`config.mk`:
```
export PLATFORM = sky130hd
export DESIGN_NAME = mem_port_arbiter
export DESIGN_NICKNAME = d
export VERILOG_FILES = /design/src/rtl/mem_port_arbiter.sv
export SDC_FILE = /design/constraint.sdc
export NUM_CORES = 1
export LEC_CHECK = 0
export ABC_AREA = 1
export CAP_MARGIN = 20
export CORE_ASPECT_RATIO = 0.6
export CORE_MARGIN = 2
export CORE_UTILIZATION = 35
export CTS_CLUSTER_DIAMETER = 120
export DETAILED_ROUTE_END_ITERATION = 10
export PLACE_DENSITY = 0.72
export SYNTH_ARGS = -nofsm -noshare
export SYNTH_HDL_FRONTEND = slang
export SYNTH_SLANG_ARGS = --single-unit
```
`constraint.sdc`:
```
create_clock -name clk -period 2.1 [get_ports clk]
set_input_delay 0.42 -clock clk [delete_from_list [all_inputs] [get_ports clk]]
set_output_delay 0.42 -clock clk [all_outputs]
set_load 0.005 [all_outputs]
```
`src/rtl/mem_port_arbiter.sv`:
```
// mem_port_arbiter: shares one memory port between a fetch and a data requester,
// with starvation-bounded data priority, per-transaction timeout and a sticky error flag.
module mem_port_arbiter #(
    parameter int STARVE_MAX = 2,
    parameter int TIMEOUT    = 255
) (
    input  logic        clk,
    input  logic        reset,
    input  logic        i_req,
    input  logic [31:0] iaddr,
    output logic [31:0] idata,
    output logic        i_ack,
    input  logic        d_req,
    input  logic [31:0] daddr,
    input  logic [3:0]  we,
    input  logic [31:0] dwdata,
    output logic [31:0] drdata,
    output logic        d_ack,
    output logic        m_req,
    output logic [31:0] m_addr,
    output logic [3:0]  m_we,
    output logic [31:0] m_wdata,
    input  logic        m_ack,
    input  logic [31:0] m_rdata,
    output logic        err
);
    localparam logic [1:0]  IDLE   = 2'd0;
    localparam logic [1:0]  BUSY_I = 2'd1;
    localparam logic [1:0]  BUSY_D = 2'd2;
    localparam logic [3:0]  SMAX   = 4'(STARVE_MAX);
    localparam logic [7:0]  TMAX   = 8'(TIMEOUT);
    localparam logic [31:0] NOP    = 32'h0000_0013;
    logic [1:0]  state_q, state_d;
    logic [3:0]  starve_q, starve_d;
    logic [7:0]  tmo_q, tmo_d;
    logic        armed_q, armed_d;
    logic        m_req_q, m_req_d;
    logic [31:0] m_addr_q, m_addr_d;
    logic [3:0]  m_we_q, m_we_d;
    logic [31:0] m_wdata_q, m_wdata_d;
    logic        i_ack_q, i_ack_d;
    logic        d_ack_q, d_ack_d;
    logic [31:0] idata_q, idata_d;
    logic [31:0] drdata_q, drdata_d;
    logic        err_q, err_d;
    logic        busy, pick_d, done;
    assign busy   = state_q != IDLE;
    assign pick_d = d_req && !(i_req && starve_q == SMAX);
    assign done   = busy && (m_ack || tmo_q + 8'd1 == TMAX);
    // armed_q holds off the first edge after reset release so no grant happens on it
    always_comb begin
        state_d   = state_q;
        starve_d  = starve_q;
        tmo_d     = tmo_q;
        armed_d   = 1'b1;
        m_req_d   = m_req_q;
        m_addr_d  = m_addr_q;
        m_we_d    = m_we_q;
        m_wdata_d = m_wdata_q;
        i_ack_d   = 1'b0;
        d_ack_d   = 1'b0;
        idata_d   = idata_q;
        drdata_d  = drdata_q;
        err_d     = err_q;
        if (!busy && armed_q && (i_req || d_req)) begin
            state_d   = pick_d ? BUSY_D : BUSY_I;
            m_req_d   = 1'b1;
            m_addr_d  = pick_d ? daddr : iaddr;
            m_we_d    = pick_d ? we : 4'b0;
            m_wdata_d = pick_d ? dwdata : 32'b0;
            starve_d  = !pick_d ? 4'd0 : (i_req && starve_q != SMAX) ? starve_q + 4'd1 : starve_q;
            tmo_d     = 8'd0;
        end else if (done) begin
            state_d  = IDLE;
            m_req_d  = 1'b0;
            err_d    = err_q | !m_ack;
            i_ack_d  = state_q == BUSY_I;
            d_ack_d  = state_q != BUSY_I;
            idata_d  = state_q != BUSY_I ? idata_q : m_ack ? m_rdata : NOP;
            drdata_d = state_q == BUSY_I ? drdata_q : !m_ack ? 32'b0 : m_we_q == 4'b0 ? m_rdata : drdata_q;
        end else if (busy) begin
            tmo_d = tmo_q + 8'd1;
        end
    end
    always_ff @(posedge clk or negedge reset) begin
        if (!reset) begin
            state_q   <= IDLE;
            starve_q  <= 4'd0;
            tmo_q     <= 8'd0;
            armed_q   <= 1'b0;
            m_req_q   <= 1'b0;
            m_addr_q  <= 32'b0;
            m_we_q    <= 4'b0;
            m_wdata_q <= 32'b0;
            i_ack_q   <= 1'b0;
            d_ack_q   <= 1'b0;
            idata_q   <= 32'b0;
            drdata_q  <= 32'b0;
            err_q     <= 1'b0;
        end else begin
            state_q   <= state_d;
            starve_q  <= starve_d;
            tmo_q     <= tmo_d;
            armed_q   <= armed_d;
            m_req_q   <= m_req_d;
            m_addr_q  <= m_addr_d;
            m_we_q    <= m_we_d;
            m_wdata_q <= m_wdata_d;
            i_ack_q   <= i_ack_d;
            d_ack_q   <= d_ack_d;
            idata_q   <= idata_d;
            drdata_q  <= drdata_d;
            err_q     <= err_d;
        end
    end
    assign m_req   = m_req_q;
    assign m_addr  = m_addr_q;
    assign m_we    = m_we_q;
    assign m_wdata = m_wdata_q;
    assign i_ack   = i_ack_q;
    assign d_ack   = d_ack_q;
    assign idata   = idata_q;
    assign drdata  = drdata_q;
    assign err     = err_q;
endmodule
```
After elaboration in Yosys (flattened, before gate mapping)
Index checks and enable logic that the tools add are counted.
{ "word_totals": {"register_bits": 151, "input_bits": 137, "out_inout_bits": 136, "word_cells": 67} }
{ "classes": {"addsub": 2, "n_eq_ne": 8, "n_mux": 20, "bitwise_logic": 4, "reduce_logical": 20} }
{ "ops": {"columns": ["op", "n"], "rows": [
  ["2-to-1 mux 32 bit", 5],
  ["2-to-1 mux 8 bit", 3],
  ["2-to-1 mux 4 bit", 3],
  ["adder 8 x 1 -> 8 bit (second input constant)", 1],
  ["equality test 8 bit (second input constant)", 1],
  ["inequality test 2 x 1 -> 1 bit (second input constant)", 4],
  ["logical AND 1 bit", 6],
  ["2-to-1 mux 1 bit", 6],
  ["2-to-1 mux 2 bit", 3],
  ["AND reduction 2 bit", 3],
  ["nonzero test 2 bit", 3],
  ["adder 4 x 1 -> 4 bit (second input constant)", 1],
  ["equality test 4 x 2 -> 1 bit (second input constant)", 1],
  ["zero test 4 bit", 1],
  ["inequality test 4 x 2 -> 1 bit (second input constant)", 1],
  ["AND reduction 4 bit", 1],
  ["zero test 1 bit", 3],
  ["NOT 1 bit", 3],
  ["AND reduction 3 bit", 1],
  ["equality test 2 x 1 -> 1 bit (second input constant)", 1],
  ["logical OR 1 bit", 2],
  ["OR 1 bit", 1]
]} }

Longest topological paths before layout
Gate-level depths: netlist of run 1.
{ "depth": {"word_depth": 6, "ltp_mapped": 14, "ltp_nobuf": 12} }

Least setup slack after synthesis of run 1
Ideal clock, no wire load.
{ "synth_path": {"path_kind": "flip-flop to flip-flop", "startpoint": "register tmo_q[0]", "endpoint": "register idata_q[4] (netlist: idata[4])", "setup_ns": 0.119, "t_arrival_ns": 1.634, "required_ns": 1.981, "path_slack_ns": 0.346, "stages_incl_launch_ff": 13, "path_buffers": 2, "period_less_slack_ns": 1.754, "path_cell_list": "dfrtp_1 -> ha_1 -> nand3_1 -> o21bai_1 -> nand2_1 -> nor2_2 -> nand2_2 -> nand2_4 -> nand2_2 -> buf_6 -> buf_6 -> nand2_1 -> o21ai_2"} }
{ "synth_via": {"elab_chain_len": 5} }
{ "synth_lines": {"columns": ["item", "line_no", "text"], "rows": [
  ["start: declaration", "35", "logic [7:0] tmo_q, tmo_d;"],
  ["start signal: assignment", "103", "tmo_q <= tmo_d;"],
  ["adder 8 x 1 -> 8 bit", "49", "assign done = busy && (m_ack || tmo_q + 8'd1 == TMAX);"],
  ["equality test 8 bit", "49", null],
  ["logical OR 1 bit", "49", null],
  ["logical AND 1 bit", "49", null],
  ["AND reduction 3 bit (no line)", null, null],
  ["end signal: assignment", "111", "idata_q <= idata_d;"],
  ["end: declaration", "43", "logic [31:0] idata_q, idata_d;"]
]} }
Every way passes these cells.
A chain may end at the register's enable or synchronous reset.

Worst setup path after layout of run 1
{ "layout_path": {"startpoint": "register tmo_q[0]", "endpoint": "register idata_q[11] (netlist: idata[11])"} }
The elaborated chain is that of the path after synthesis.

==> impl_results.rst, run 1 <==
.. list-table::
   :header-rows: 1

   * - Metric
     - Value
   * - Initial antenna violation count
     - 0
   * - GRT overflow
     - 0
   * - Number of violations reported at the end of detailed-routing iteration 0
     - 284
   * - Maximum number of pins on one net before global-route repair
     - 76
   * - Final-layout worst hold slack
     - 0.4685 ns
   * - Setup violators final
     - 0
   * - Worst setup slack for register-to-register paths
     - 0.14 ns
   * - Fin nets
     - roughly 1.1k
   * - Site row count
     - 38
   * - Min-Delay Startpoint
     - m_req$_DFFE_PN0P_
   * - Worst voltage drop across the vdd grid
     - 659.5 uV
   * - Cell variety after synth
     - 28
   * - Worst reg2reg endpoint
     - idata[11]$_DFFE_PN0P_
   * - Maximum clock rate
     - around 500 MHz
   * - H-tree lvl count
     - 4
   * - Detail-routed via count per cell
     - 4.738
   * - Count of cells along the worst hold path
     - 2
   * - Total Power Consumption
     - ~0.014 W
   * - Share of synthesized area occupied by flip-flops and latches
     - 58.29%
   * - Met2 wire length
     - approximately 8600 um
   * - Post-synthesis sequential element count
     - ~150
   * - CTS tree
     - done
   * - Final hold viol count
     - 0
   * - First-pass GRT wire length
     - between 30000 and 40000 um
   * - CTS max path bufs
     - 2
   * - Netlist Area Pre-Place
     - approximately 6500 sq um
   * - Total negative setup slack
     - 0 ns
   * - Worst skew pair latency
     - approximately 0.43 ns
   * - Largest fanout on the critical path
     - 25
   * - Core area
     - 18110 sq um
   * - Skew final
     - approximately 0.016 ns
   * - EDFF count, synth
     - 0
   * - Final count of pins violating max slew
     - 0
   * - I/O pin count
     - about 270
   * - Router iterations before antenna repair
     - 4
   * - Number of antenna repair diodes
     - 0
   * - Critical path data required time
     - around 2.4 ns
   * - Vias in the first global route
     - between 6k and 7k
   * - Worst hold endpoint
     - m_req$_DFFE_PN0P_
   * - Most common cell in the synthesized netlist
     - sky130_fd_sc_hd__nand2_1
   * - Filler Cells Inserted
     - about 1.6k
   * - Clock input transition at the sequential cells of the worst setup and hold paths
     - approximately 0.07 ns
   * - Crit Path Category
     - reg -> reg
   * - Setup repair after global routing missed its margin
     - no
   * - Reg2Reg Depth
     - 11
   * - Wire length on met3
     - around 1500 um
   * - Synthesized Nets
     - about 860
   * - HPWL reported at the end of detailed placement
     - 13480 um
   * - Total of buffers placed on input and output ports
     - 272
   * - Synth top area cells
     - sky130_fd_sc_hd__dfrtp_1 (58%), sky130_fd_sc_hd__nand2_1 (16%), sky130_fd_sc_hd__a22o_1 (4.3%)
   * - Number of remaining DRC errors
     - 0
   * - Clk root buf
     - sky130_fd_sc_hd__clkbuf_16
   * - Power Dens Cells
     - about 1300 nW/um^2
   * - Die X-Extent
     - ~180 um
   * - Hold WC Path Type
     - reg -> reg
   * - Area of the die
     - 19660 sq um
   * - Final non-filler cell total
     - about 1.2k
   * - Time the worst path needs with I/O delays and setup
     - 1.963 ns
   * - Tcrit/Tclk final
     - just over 90%
   * - Most instantiated flip-flop cell in the synthesis netlist
     - sky130_fd_sc_hd__dfrtp_1
   * - Cell types with the highest counts after synthesis
     - sky130_fd_sc_hd__nand2_1 (272), sky130_fd_sc_hd__dfrtp_1 (151), sky130_fd_sc_hd__inv_1 (59), sky130_fd_sc_hd__nand3_1 (48), sky130_fd_sc_hd__nand4_1 (34)
   * - Share of layout cells above drive strength 1
     - 8.709%
   * - GRT Resource Usage Total
     - approximately 20%
   * - RePlAce Congestion
     - around 0.79
   * - Share of synthesized registers carrying an async set or reset
     - 100.0%
   * - Endpoint arrival time on the critical path
     - between 2 and 2.5 ns
   * - Reg-to-Reg Start
     - tmo_q[0]$_DFFE_PN0P_
   * - Final core utilization
     - 56.52%
   * - Met1 WL
     - roughly 9200 um
   * - Vias after detailed routing
     - slightly below 6k
   * - Number of max-cap violations
     - 0
   * - Effective utilization at floorplan
     - a little over a third
   * - Post-synthesis average cell area
     - between 9 and 10 sq um
   * - Warnings, synthesis
     - 0
   * - Remaining number of nets flagged by the antenna check after routing
     - 0
   * - WL final
     - approximately 19000 um
   * - Cell type with the largest total area after synthesis
     - sky130_fd_sc_hd__dfrtp_1
   * - Cell Count Post-Placement
     - approximately 1.2k
   * - WL/cell
     - 15.62 um
   * - Uppermost layer routed
     - met4
   * - Total clock buffers created by CTS
     - 17
   * - Area share of the largest cell type after synthesis
     - between 50 and 60%
   * - Clock sink count
     - about 150
   * - Post-synthesis cell count
     - 716
   * - Leak
     - 4.903 nW
   * - Status
     - finished, final reports clean
   * - Crit path capture type
     - flop
   * - Sort of element at the start of the critical path
     - flop
   * - Layout area overhead
     - 57.94%
   * - Chip Height
     - around 110 um
[repair_timing]
item	CTS	global route
hold endpoints to repair	40	0
setup endpoints to repair	0	63
setup buffers	0	0
gates resized for setup	0	6
hold buffers	1	0
[metal layers]
metal | vias up | GRT usage (%)
met5 | - | 0
met4 | 0 | 5.226
met3 | 12 | 7.088
met2 | 210 | 31.09
met1 | 2803 | 26.83
li1 | 2845 | -
[state kept, by name, indices dropped and copies added (netlist names), 2 cells and up]
signal	flops
idata	32
tmo_q	8
starve_q	4
m_addr	32
drdata	32
m_wdata	32
m_we	4
state_q	2
[cell usage in the layout, fill, tap and decap left out, types with 2 or more instances in the layout]
| cell type | n |
|---|---|
| sky130_fd_sc_hd__nand2_1 | 272 |
| sky130_fd_sc_hd__clkdlybuf4s50_1 | 271 |
| sky130_fd_sc_hd__dfrtp_1 | 150 |
| sky130_fd_sc_hd__inv_1 | 57 |
| sky130_fd_sc_hd__nand3_1 | 48 |
| sky130_fd_sc_hd__nand4_1 | 34 |
| sky130_fd_sc_hd__a22o_1 | 32 |
| sky130_fd_sc_hd__o21ai_2 | 23 |
| sky130_fd_sc_hd__clkbuf_16 | 19 |
| sky130_fd_sc_hd__nor2_1 | 17 |
| sky130_fd_sc_hd__o21ai_1 | 9 |
| sky130_fd_sc_hd__buf_4 | 9 |
| sky130_fd_sc_hd__buf_12 | 6 |
| sky130_fd_sc_hd__o21ai_0 | 5 |
| sky130_fd_sc_hd__ha_1 | 4 |
| sky130_fd_sc_hd__inv_6 | 4 |
| sky130_fd_sc_hd__o21bai_1 | 3 |
| sky130_fd_sc_hd__clkinv_4 | 3 |
| sky130_fd_sc_hd__bufinv_16 | 3 |
| sky130_fd_sc_hd__buf_6 | 3 |
| sky130_fd_sc_hd__inv_2 | 2 |
| sky130_fd_sc_hd__nand2_4 | 2 |
| sky130_fd_sc_hd__clkinv_1 | 2 |
| sky130_fd_sc_hd__a21oi_1 | 2 |
| sky130_fd_sc_hd__clkinvlp_4 | 2 |
| sky130_fd_sc_hd__nor3_1 | 2 |
| sky130_fd_sc_hd__clkbuf_8 | 2 |
| sky130_fd_sc_hd__inv_8 | 2 |
[power breakdown]
part	leakage (nW)	internal, W	switching (W)	total [W]
Clock	0.309	0.00197	0.00130	0.00327
Combinational	2.65	0.00312	0.00236	0.00548
Sequential	1.94	0.00413	0.000739	0.00487
[worst max-delay path by stage]
stage | cells past startpoint | slack [ns] | endpoint | from
after CTS | 11 | 0.11 | drdata[22]$_DFFE_PN0P_ | tmo_q[0]$_DFFE_PN0P_
after floorplan | 12 | 0.35 | idata[4]$_DFFE_PN0P_ | tmo_q[0]$_DFFE_PN0P_
after global routing | 11 | 0.01 | idata[11]$_DFFE_PN0P_ | tmo_q[0]$_DFFE_PN0P_
after global placement | 6 | 0.20 | m_wdata[11]$_DFFE_PN0P_ | i_req
final | 11 | 0.14 | idata[11]$_DFFE_PN0P_ | tmo_q[0]$_DFFE_PN0P_
after detailed placement | 11 | 0.13 | idata[12]$_DFFE_PN0P_ | tmo_q[0]$_DFFE_PN0P_
[critical path, stage by stage, from the launching register on]
cell and delay [ns]:
sky130_fd_sc_hd__dfrtp_2 0.42, sky130_fd_sc_hd__ha_1 0.20, sky130_fd_sc_hd__nand3_1 0.14, sky130_fd_sc_hd__o21bai_1 0.17, sky130_fd_sc_hd__nand2_1 0.11, sky130_fd_sc_hd__nor2_2 0.12, sky130_fd_sc_hd__nand2_2 0.10, sky130_fd_sc_hd__nand2_4 0.11
sky130_fd_sc_hd__nand2_4 0.10, sky130_fd_sc_hd__clkbuf_16 0.25, sky130_fd_sc_hd__nand2_1 0.09, sky130_fd_sc_hd__o21ai_2 0.05
[through the flow]
step	worst slack, ns	instance area [sq um]
floorplan	0.3464	6482
global placement	0.2035	9519
detailed placement	0.1327	9519
CTS	0.1140	10160
global route	0.009771	10240
finish	0.1370	10240
[area by class of cell]
class	instances	area (sq um)	area share [%]
Timing Repair Buffer	292	2994	29.24
Clock buffer	19	452.9	4.424
Multi-Input combinational cell	462	2293	22.40
Inverter	62	236.5	2.310
Sequential cell	151	3780	36.92
Clock inverter	13	181.4	1.772
Tap cell	240	300.3	2.933
[kinds of logic after synthesis]
group                      synth area share, %
AOI/OAI and AO/OA                        9.091
adders and majority gates               0.7721
buffers and inverters                    6.813
DFF                                      58.29
and+or+nand+nor                          24.71
xor gates and xnor gates                0.2703
other                                  0.05785
No activity file was read; power rests on OpenSTA's default activity.
==> inputs of run 2 (changes only) <==
--- a/config.mk
+++ b/config.mk
@@ -12,7 +12,8 @@
 export CORE_UTILIZATION = 35
 export CTS_CLUSTER_DIAMETER = 120
 export DETAILED_ROUTE_END_ITERATION = 10
-export PLACE_DENSITY = 0.72
+export DONT_BUFFER_PORTS = 1
+export PLACE_DENSITY = 0.53
 export SYNTH_ARGS = -nofsm -noshare
 export SYNTH_HDL_FRONTEND = slang
 export SYNTH_SLANG_ARGS = --single-unit
==> run 2 against run 1 <==
  * The flow now finishes with violations (negative hold slack)
  * Largest power group is now registers
  * Global-route usage is 3.7 points lower
  * Clock skew is 0.0011 ns lower
  * Worst setup slack better by 0.060 ns
  * Clock power is 8.6% lower
  * Fmax is 3.1% higher
  * Combinational power is 55% lower
  * Worst hold slack worse by 0.78 ns
  * Critical path type unchanged
  * Largest cell class unchanged
==> impl_results.rst, run 2 (synthesis gave the netlist of run 1 again) <==
.. list-table::
   :header-rows: 1

   * - Metric
     - Value
   * - Status
     - complete, but fails checks
   * - Violated checks
     - negative hold slack
   * - Fin nets
     - 846 (-25%)
   * - Vias in the first global route
     - 4759 (-21%)
   * - Reg2Reg Depth
     - 13 (+2)
   * - Final-layout worst hold slack
     - -0.3085 ns (-0.7771 ns)
   * - Cell Count Post-Placement
     - 925 (-23%)
   * - Total of buffers placed on input and output ports
     - 0 (-100%)
   * - Crit path setup slack, layout
     - 0.1966 ns (+0.05966 ns)
   * - Skew final
     - 0.01468 ns (-0.001068 ns)
   * - Setup repair after global routing missed its margin
     - no
   * - Crit path capture type
     - flop
   * - Most frequent cells in the layout
     - sky130_fd_sc_hd__nand2_1 (272), sky130_fd_sc_hd__dfrtp_1 (151), sky130_fd_sc_hd__inv_1 (58), sky130_fd_sc_hd__nand3_1 (47), sky130_fd_sc_hd__nand4_1 (34)
   * - Most common library cell in the layout ignoring fill and taps
     - sky130_fd_sc_hd__nand2_1
   * - Initial antenna violation count
     - 0 (unchanged)
   * - Remaining number of nets flagged by the antenna check after routing
     - 0 (unchanged)
   * - Crit Path Category
     - reg -> reg
   * - Tcrit/Tclk final
     - 90.64% (-2.8 points)
   * - Number of remaining DRC errors
     - 0 (unchanged)
   * - Endpoint arrival time on the critical path
     - 2.21 ns (-0.07 ns)
   * - Largest fanout on the critical path
     - 36 (+44%)
   * - Worst slack at placement
     - 0.1127 ns (-0.02006 ns)
   * - Final non-filler cell total
     - 958 (-23%)
   * - Vias after detailed routing
     - 4772 (-19%)
   * - Clk root buf
     - sky130_fd_sc_hd__clkbuf_16
   * - Effective utilization at floorplan
     - 35.79% (unchanged)
   * - RePlAce Congestion
     - 0.8132 (+2.7%)
   * - Layout area overhead
     - 13.05%
   * - Cell family with most CP delay
     - simple AND/OR/NAND/NOR gates
   * - Total clock buffers created by CTS
     - 17 (unchanged)
   * - Worst skew pair latency
     - 0.42 ns (about the same)
   * - Worst voltage drop across the vdd grid
     - 563.4 uV (-15%)
   * - Power Dens Cells
     - 1463 nW/um^2 (+10%)
   * - Final count of pins violating max slew
     - 0 (unchanged)
   * - Sort of element at the start of the critical path
     - flop
   * - Critical path data required time
     - 2.40 ns (-0.02 ns)
   * - Share of layout cells above drive strength 1
     - 10.86% (+2.2 points)
   * - Stage delay of the slowest cell on the critical path
     - 0.40 ns (-0.02 ns)
   * - WL final
     - 15990 um (-17%)
   * - Crit path depth
     - 13 (+2)
   * - H-tree lvl count
     - 4 (unchanged)
   * - Total negative setup slack
     - 0 ns (unchanged)
   * - Router iterations before antenna repair
     - 4 (unchanged)
   * - Number of violations reported at the end of detailed-routing iteration 0
     - 286 (+0.70%)
   * - Clock input transition at the sequential cells of the worst setup and hold paths
     - 0.07 ns (about the same)
   * - WL/cell
     - 16.69 um (+6.8%)
   * - Final core utilization
     - 40.45% (-16 points)
   * - Detail-routed via count per cell
     - 4.981 (+5.1%)
   * - Chip Height
     - 109.4 um (unchanged)
   * - Area of the die
     - 19660 sq um (unchanged)
   * - CP Cell Sequence
     - buf_4 > inv_2 > ha_1 > nand2_1 > nor2_1 > nand3_1 > nor2_1 > nand2_2 > nand2_8 > nand2_2 > buf_12 > nand2_1 > o21ai_1
   * - Site row count
     - 38 (unchanged)
   * - Worst setup slack for register-to-register paths
     - 0.20 ns (+0.06 ns)
   * - Timing endpoint of the critical path
     - idata[25]$_DFFE_PN0P_
   * - Time the worst path needs with I/O delays and setup
     - 1.903 ns (-0.05966 ns)
   * - Setup violators final
     - 0 (unchanged)
   * - Maximum number of pins on one net before global-route repair
     - 152 (+100%)
   * - First-pass GRT wire length
     - 25410 um (-18%)
   * - Worst reg2reg endpoint
     - idata[25]$_DFFE_PN0P_
   * - I/O pin count
     - 273 (unchanged)
   * - Leak
     - 3.772 nW (-23%)
   * - Reg-to-Reg Start
     - tmo_q[0]$_DFFE_PN0P_
   * - Number of antenna repair diodes
     - 0 (unchanged)
   * - HPWL reported at the end of detailed placement
     - 11320 um (-16%)
   * - GRT overflow
     - 0 (unchanged)
   * - Maximum clock rate
     - 525.4 MHz (+3.1%)
   * - CTS tree
     - done
   * - Crit. Startpoint
     - tmo_q[0]$_DFFE_PN0P_
   * - Clock sink count
     - 151 (unchanged)
   * - Die X-Extent
     - 179.7 um (unchanged)
   * - CTS max path bufs
     - 2 (unchanged)
   * - GRT Resource Usage Total
     - 16.34% (-3.7 points)
   * - Hold WC Path Type
     - in -> async
   * - Critical Path Slowest Stage Cell
     - sky130_fd_sc_hd__dfrtp_1
   * - Number of max-cap violations
     - 0 (unchanged)
   * - Worst path buffer plus inverter count
     - 3 (+2)
   * - Core area
     - 18110 sq um (unchanged)
   * - Final hold viol count
     - 151 (+151)
[run 2: layout make-up]
| type | instances | area [sq um] |
|---|---|---|
| Clock buffer | 18 | 439.2 |
| Clock inverter | 14 | 140.1 |
| Fill cell | 1767 | 10790 |
| Inverter | 62 | 232.7 |
| Multi-Input combinational cell | 462 | 2297 |
| Sequential cell | 151 | 3779 |
| Tap cell | 240 | 300.3 |
| Timing Repair Buffer | 11 | 140.1 |
[run 2: layer usage]
| metal | part of all wire, % | global-route usage [%] | up-vias |
|---|---|---|---|
| li1 | - | - | 2279 |
| met1 | 45 | 21.70 | 2319 |
| met2 | 47 | 25.34 | 159 |
| met3 | 6.7 | 5.333 | 15 |
| met4 | 1.2 | 5.633 | 0 |
| met5 | 0 | 0 | - |
[run 2: power breakdown]
| group | switching [W] | total [W] | internal, W |
|---|---|---|---|
| logic | 0.00149 | 0.00248 | 0.000991 |
| clock network | 0.00129 | 0.00299 | 0.00169 |
| registers | 0.00112 | 0.00525 | 0.00414 |
[run 2: through the flow]
stage / hold slack, ns / total power, W / instance area (sq um)
floorplan: 0.1244 / 0.006912 / 6482
global placement: 0.1270 / 0.007683 / 6718
detailed placement: 0.1271 / 0.007803 / 6718
CTS: -0.3336 / 0.01085 / 7297
global route: -0.3397 / 0.01145 / 7328
finish: -0.3085 / 0.01072 / 7328
[run 2: worst min path at each step]
stage	start	endpoint	slack [ns]
final	reset	m_addr[26]$_DFFE_PN0P_	-0.31
after global routing	reset	m_addr[13]$_DFFE_PN0P_	-0.34
after CTS	reset	m_addr[12]$_DFFE_PN0P_	-0.33
after detailed placement	reset	m_addr[13]$_DFFE_PN0P_	0.13
after global placement	reset	m_addr[13]$_DFFE_PN0P_	0.13
after floorplan	reset	armed_q$_DFF_PN0_	0.12
[run 2: timing repair]
item,4_1_cts,5_1_grt
hold endpoints to repair,151,151
resized for setup,0,5
endpoints found under the setup margin,0,64
buffers inserted,0,1
==> inputs of run 3 (changes only) <==
--- a/config.mk
+++ b/config.mk
@@ -13,7 +13,6 @@
 export CTS_CLUSTER_DIAMETER = 120
 export DETAILED_ROUTE_END_ITERATION = 10
 export DONT_BUFFER_PORTS = 1
-export PLACE_DENSITY = 0.53
 export SYNTH_ARGS = -nofsm -noshare
 export SYNTH_HDL_FRONTEND = slang
 export SYNTH_SLANG_ARGS = --single-unit
==> run 3 against run 2 <==
  * The flow still finishes with violations (negative hold slack)
  * Non-clock buffer count rose by 4
  * Largest cell class unchanged
  * Power decreased by 0.46%
  * Core utilization up 0.055 points
  * Routed wire length decreased by 0.48%
  * Largest power group unchanged
  * Fmax up 1.5%
  * Via count down 1.7%
==> impl_results.rst, run 3 (synthesis gave the netlist of run 1 again) <==
.. list-table::
   :header-rows: 1

   * - Metric
     - Value
   * - Status
     - complete, but fails checks
   * - Violated checks
     - negative hold slack
   * - Crit path capture type
     - flop
   * - First-pass GRT wire length
     - 25300 um (-0.46%)
   * - Final hold viol count
     - 151 (unchanged)
   * - Final count of pins violating max slew
     - 0 (unchanged)
   * - GRT overflow
     - 0 (unchanged)
   * - Power Dens Cells
     - 1455 nW/um^2 (-0.59%)
   * - Area used by multi-input combinational logic
     - 2281 sq um (-0.71%)
   * - Total clock buffers created by CTS
     - 17 (unchanged)
   * - CTS tree
     - done
   * - Die X-Extent
     - 179.7 um (unchanged)
   * - Crit Path Category
     - reg -> reg
   * - Setup violators final
     - 0 (unchanged)
   * - Number of max-cap violations
     - 0 (unchanged)
   * - CTS max path bufs
     - 2 (unchanged)
   * - WL/cell
     - 16.54 um (-0.89%)
   * - H-tree lvl count
     - 4 (unchanged)
   * - Final core utilization
     - 40.51% (+0.055 points)
   * - Time the worst path needs with I/O delays and setup
     - 1.875 ns (-0.02829 ns)
   * - Reg2Reg Depth
     - 11 (-2)
   * - Worst skew pair latency
     - 0.42 ns (about the same)
   * - Area of the die
     - 19660 sq um (unchanged)
   * - Detail-routed via count per cell
     - 4.877 (-2.1%)
   * - Hold WC Path Type
     - in -> async
   * - Clock input transition at the sequential cells of the worst setup and hold paths
     - 0.07 ns (about the same)
   * - Chip Height
     - 109.4 um (unchanged)
   * - Fin nets
     - 850 (+0.47%)
   * - Maximum clock rate
     - 533.3 MHz (+1.5%)
   * - Reg-to-Reg Start
     - tmo_q[0]$_DFFE_PN0P_
   * - HPWL reported at the end of detailed placement
     - 11030 um (-2.5%)
   * - Vias after detailed routing
     - 4692 (-1.7%)
   * - Share of layout cells above drive strength 1
     - 10.94% (+0.078 points)
   * - Critical path data required time
     - 2.45 ns (+0.05 ns)
   * - Layout area overhead
     - 13.20%
   * - WL final
     - 15910 um (-0.48%)
   * - Largest fanout on the critical path
     - 9 (-75%)
   * - Final non-filler cell total
     - 962 (+0.42%)
   * - Worst voltage drop across the vdd grid
     - 622.9 uV (+11%)
   * - Number of violations reported at the end of detailed-routing iteration 0
     - 237 (-17%)
   * - Filler Cells Inserted
     - 1817 (+2.8%)
   * - Cell Count Post-Placement
     - 929 (+0.43%)
   * - Placement Cell Area
     - 6760 sq um (+0.63%)
   * - Worst reg2reg endpoint
     - tmo_q[2]$_DFFE_PN0P_
   * - Final-layout worst hold slack
     - -0.2999 ns (+0.008569 ns)
   * - Router iterations before antenna repair
     - 4 (unchanged)
   * - Vias in the first global route
     - 4573 (-3.9%)
   * - Worst setup slack for register-to-register paths
     - 0.22 ns (+0.03 ns)
   * - Number of antenna repair diodes
     - 0 (unchanged)
   * - Sequential cell area
     - 3779 sq um (unchanged)
   * - Number of remaining DRC errors
     - 0 (unchanged)
   * - Remaining number of nets flagged by the antenna check after routing
     - 0 (unchanged)
   * - Leak
     - 3.784 nW (+0.31%)
   * - Skew final
     - 0.01173 ns (-0.002955 ns)
   * - Initial antenna violation count
     - 0 (unchanged)
   * - Most common library cell in the layout ignoring fill and taps
     - sky130_fd_sc_hd__nand2_1
   * - Total of buffers placed on input and output ports
     - 0 (unchanged)
   * - RePlAce Congestion
     - 0.7931 (-2.5%)
   * - Endpoint arrival time on the critical path
     - 2.23 ns (+0.02 ns)
   * - Fin area
     - 7338 sq um (+0.14%)
   * - GRT Resource Usage Total
     - 16.41% (+0.070 points)
   * - Clk root buf
     - sky130_fd_sc_hd__clkbuf_16
   * - Site row count
     - 38 (unchanged)
   * - I/O pin count
     - 273 (unchanged)
   * - Maximum number of pins on one net before global-route repair
     - 152 (unchanged)
   * - Tcrit/Tclk final
     - 89.29% (-1.3 points)
   * - Effective utilization at floorplan
     - 35.79% (unchanged)
   * - Core area
     - 18110 sq um (unchanged)
   * - Clock sink count
     - 151 (unchanged)
   * - Most frequent cells in the layout
     - sky130_fd_sc_hd__nand2_1 (272), sky130_fd_sc_hd__dfrtp_1 (151), sky130_fd_sc_hd__inv_1 (58), sky130_fd_sc_hd__nand3_1 (48), sky130_fd_sc_hd__nand4_1 (34)
   * - Sort of element at the start of the critical path
     - flop
-- run 3: cell count changes in the layout (fill, tap and decap cells not counted), sizes merged --
cell / previous run / this run
clkinv: 7 / 5
inv: 65 / 68
buf: 11 / 15
bufinv: 1 / 0
-- run 3: timing repair --
item                                    in CTS  in global routing
endpoints found under the hold margin      151                151
endpoints found under the setup margin       0                 17
buffers inserted                             0                  1
resized for setup                            0                  2
-- run 3: worst max-delay path, stage by stage (launching register included) --
cell	delay, ns
sky130_fd_sc_hd__dfrtp_1	0.42
sky130_fd_sc_hd__ha_1	0.21
sky130_fd_sc_hd__nand3_1	0.14
sky130_fd_sc_hd__nor2_1	0.11
sky130_fd_sc_hd__nand2_1	0.05
sky130_fd_sc_hd__nand2_1	0.09
sky130_fd_sc_hd__nor2_2	0.05
sky130_fd_sc_hd__nand2_2	0.09
sky130_fd_sc_hd__nand3_2	0.19
sky130_fd_sc_hd__inv_1	0.28
sky130_fd_sc_hd__nand2_1	0.10
sky130_fd_sc_hd__nand2_1	0.08
-- run 3: layer usage --
metal  track usage [%]  up-vias  wire length [um]
li1                  -     2298                 -
met1             22.97     2199              7580
met2             23.34      185              6672
met3             6.558       10              1504
met4             4.820        0               155
met5                 0        -                 0
-- run 3: worst max path at each step --
stage	startpoint	endpoint	slack [ns]	cells after the start
finish	tmo_q[0]$_DFFE_PN0P_	tmo_q[2]$_DFFE_PN0P_	0.22	11
global route	tmo_q[0]$_DFFE_PN0P_	idata[7]$_DFFE_PN0P_	-0.005	11
CTS	tmo_q[0]$_DFFE_PN0P_	idata[4]$_DFFE_PN0P_	0.11	12
detailed placement	tmo_q[0]$_DFFE_PN0P_	idata[4]$_DFFE_PN0P_	0.12	12
global placement	tmo_q[0]$_DFFE_PN0P_	idata[7]$_DFFE_PN0P_	0.19	12
floorplan	tmo_q[0]$_DFFE_PN0P_	idata[4]$_DFFE_PN0P_	0.35	12
-- run 3: through the flow --
stage	setup slack, ns	setup TNS [ns]	hold WS [ns]	power (W)
after global placement	0.1883	0	0.1278	0.007765
final	0.2249	0	-0.2999	0.01067
after detailed placement	0.1225	0	0.1276	0.007830
after CTS	0.1092	0	-0.3263	0.01081
after floorplan	0.3464	0	0.1244	0.006912
after global routing	-0.005112	-0.01209	-0.3290	0.01145
-- run 3: power breakdown --
part | internal, W | switching, W | total, W | leakage, nW
Clock | 0.00157 | 0.00134 | 0.00291 | 0.267
Combinational | 0.00104 | 0.00151 | 0.00254 | 1.57
Sequential | 0.00414 | 0.00108 | 0.00522 | 1.94
Total | 0.00674 | 0.00393 | 0.0107 | 3.78
-- run 3: cell type report --
cell class / instances / area share [%]
flip-flops and latches: 151 / 51.49
multi-input cells: 462 / 31.08
clock buffers: 18 / 5.848
well taps: 240 / 4.092
inverters: 62 / 3.171
repair buffers: 15 / 2.489
clock inverters: 14 / 1.824
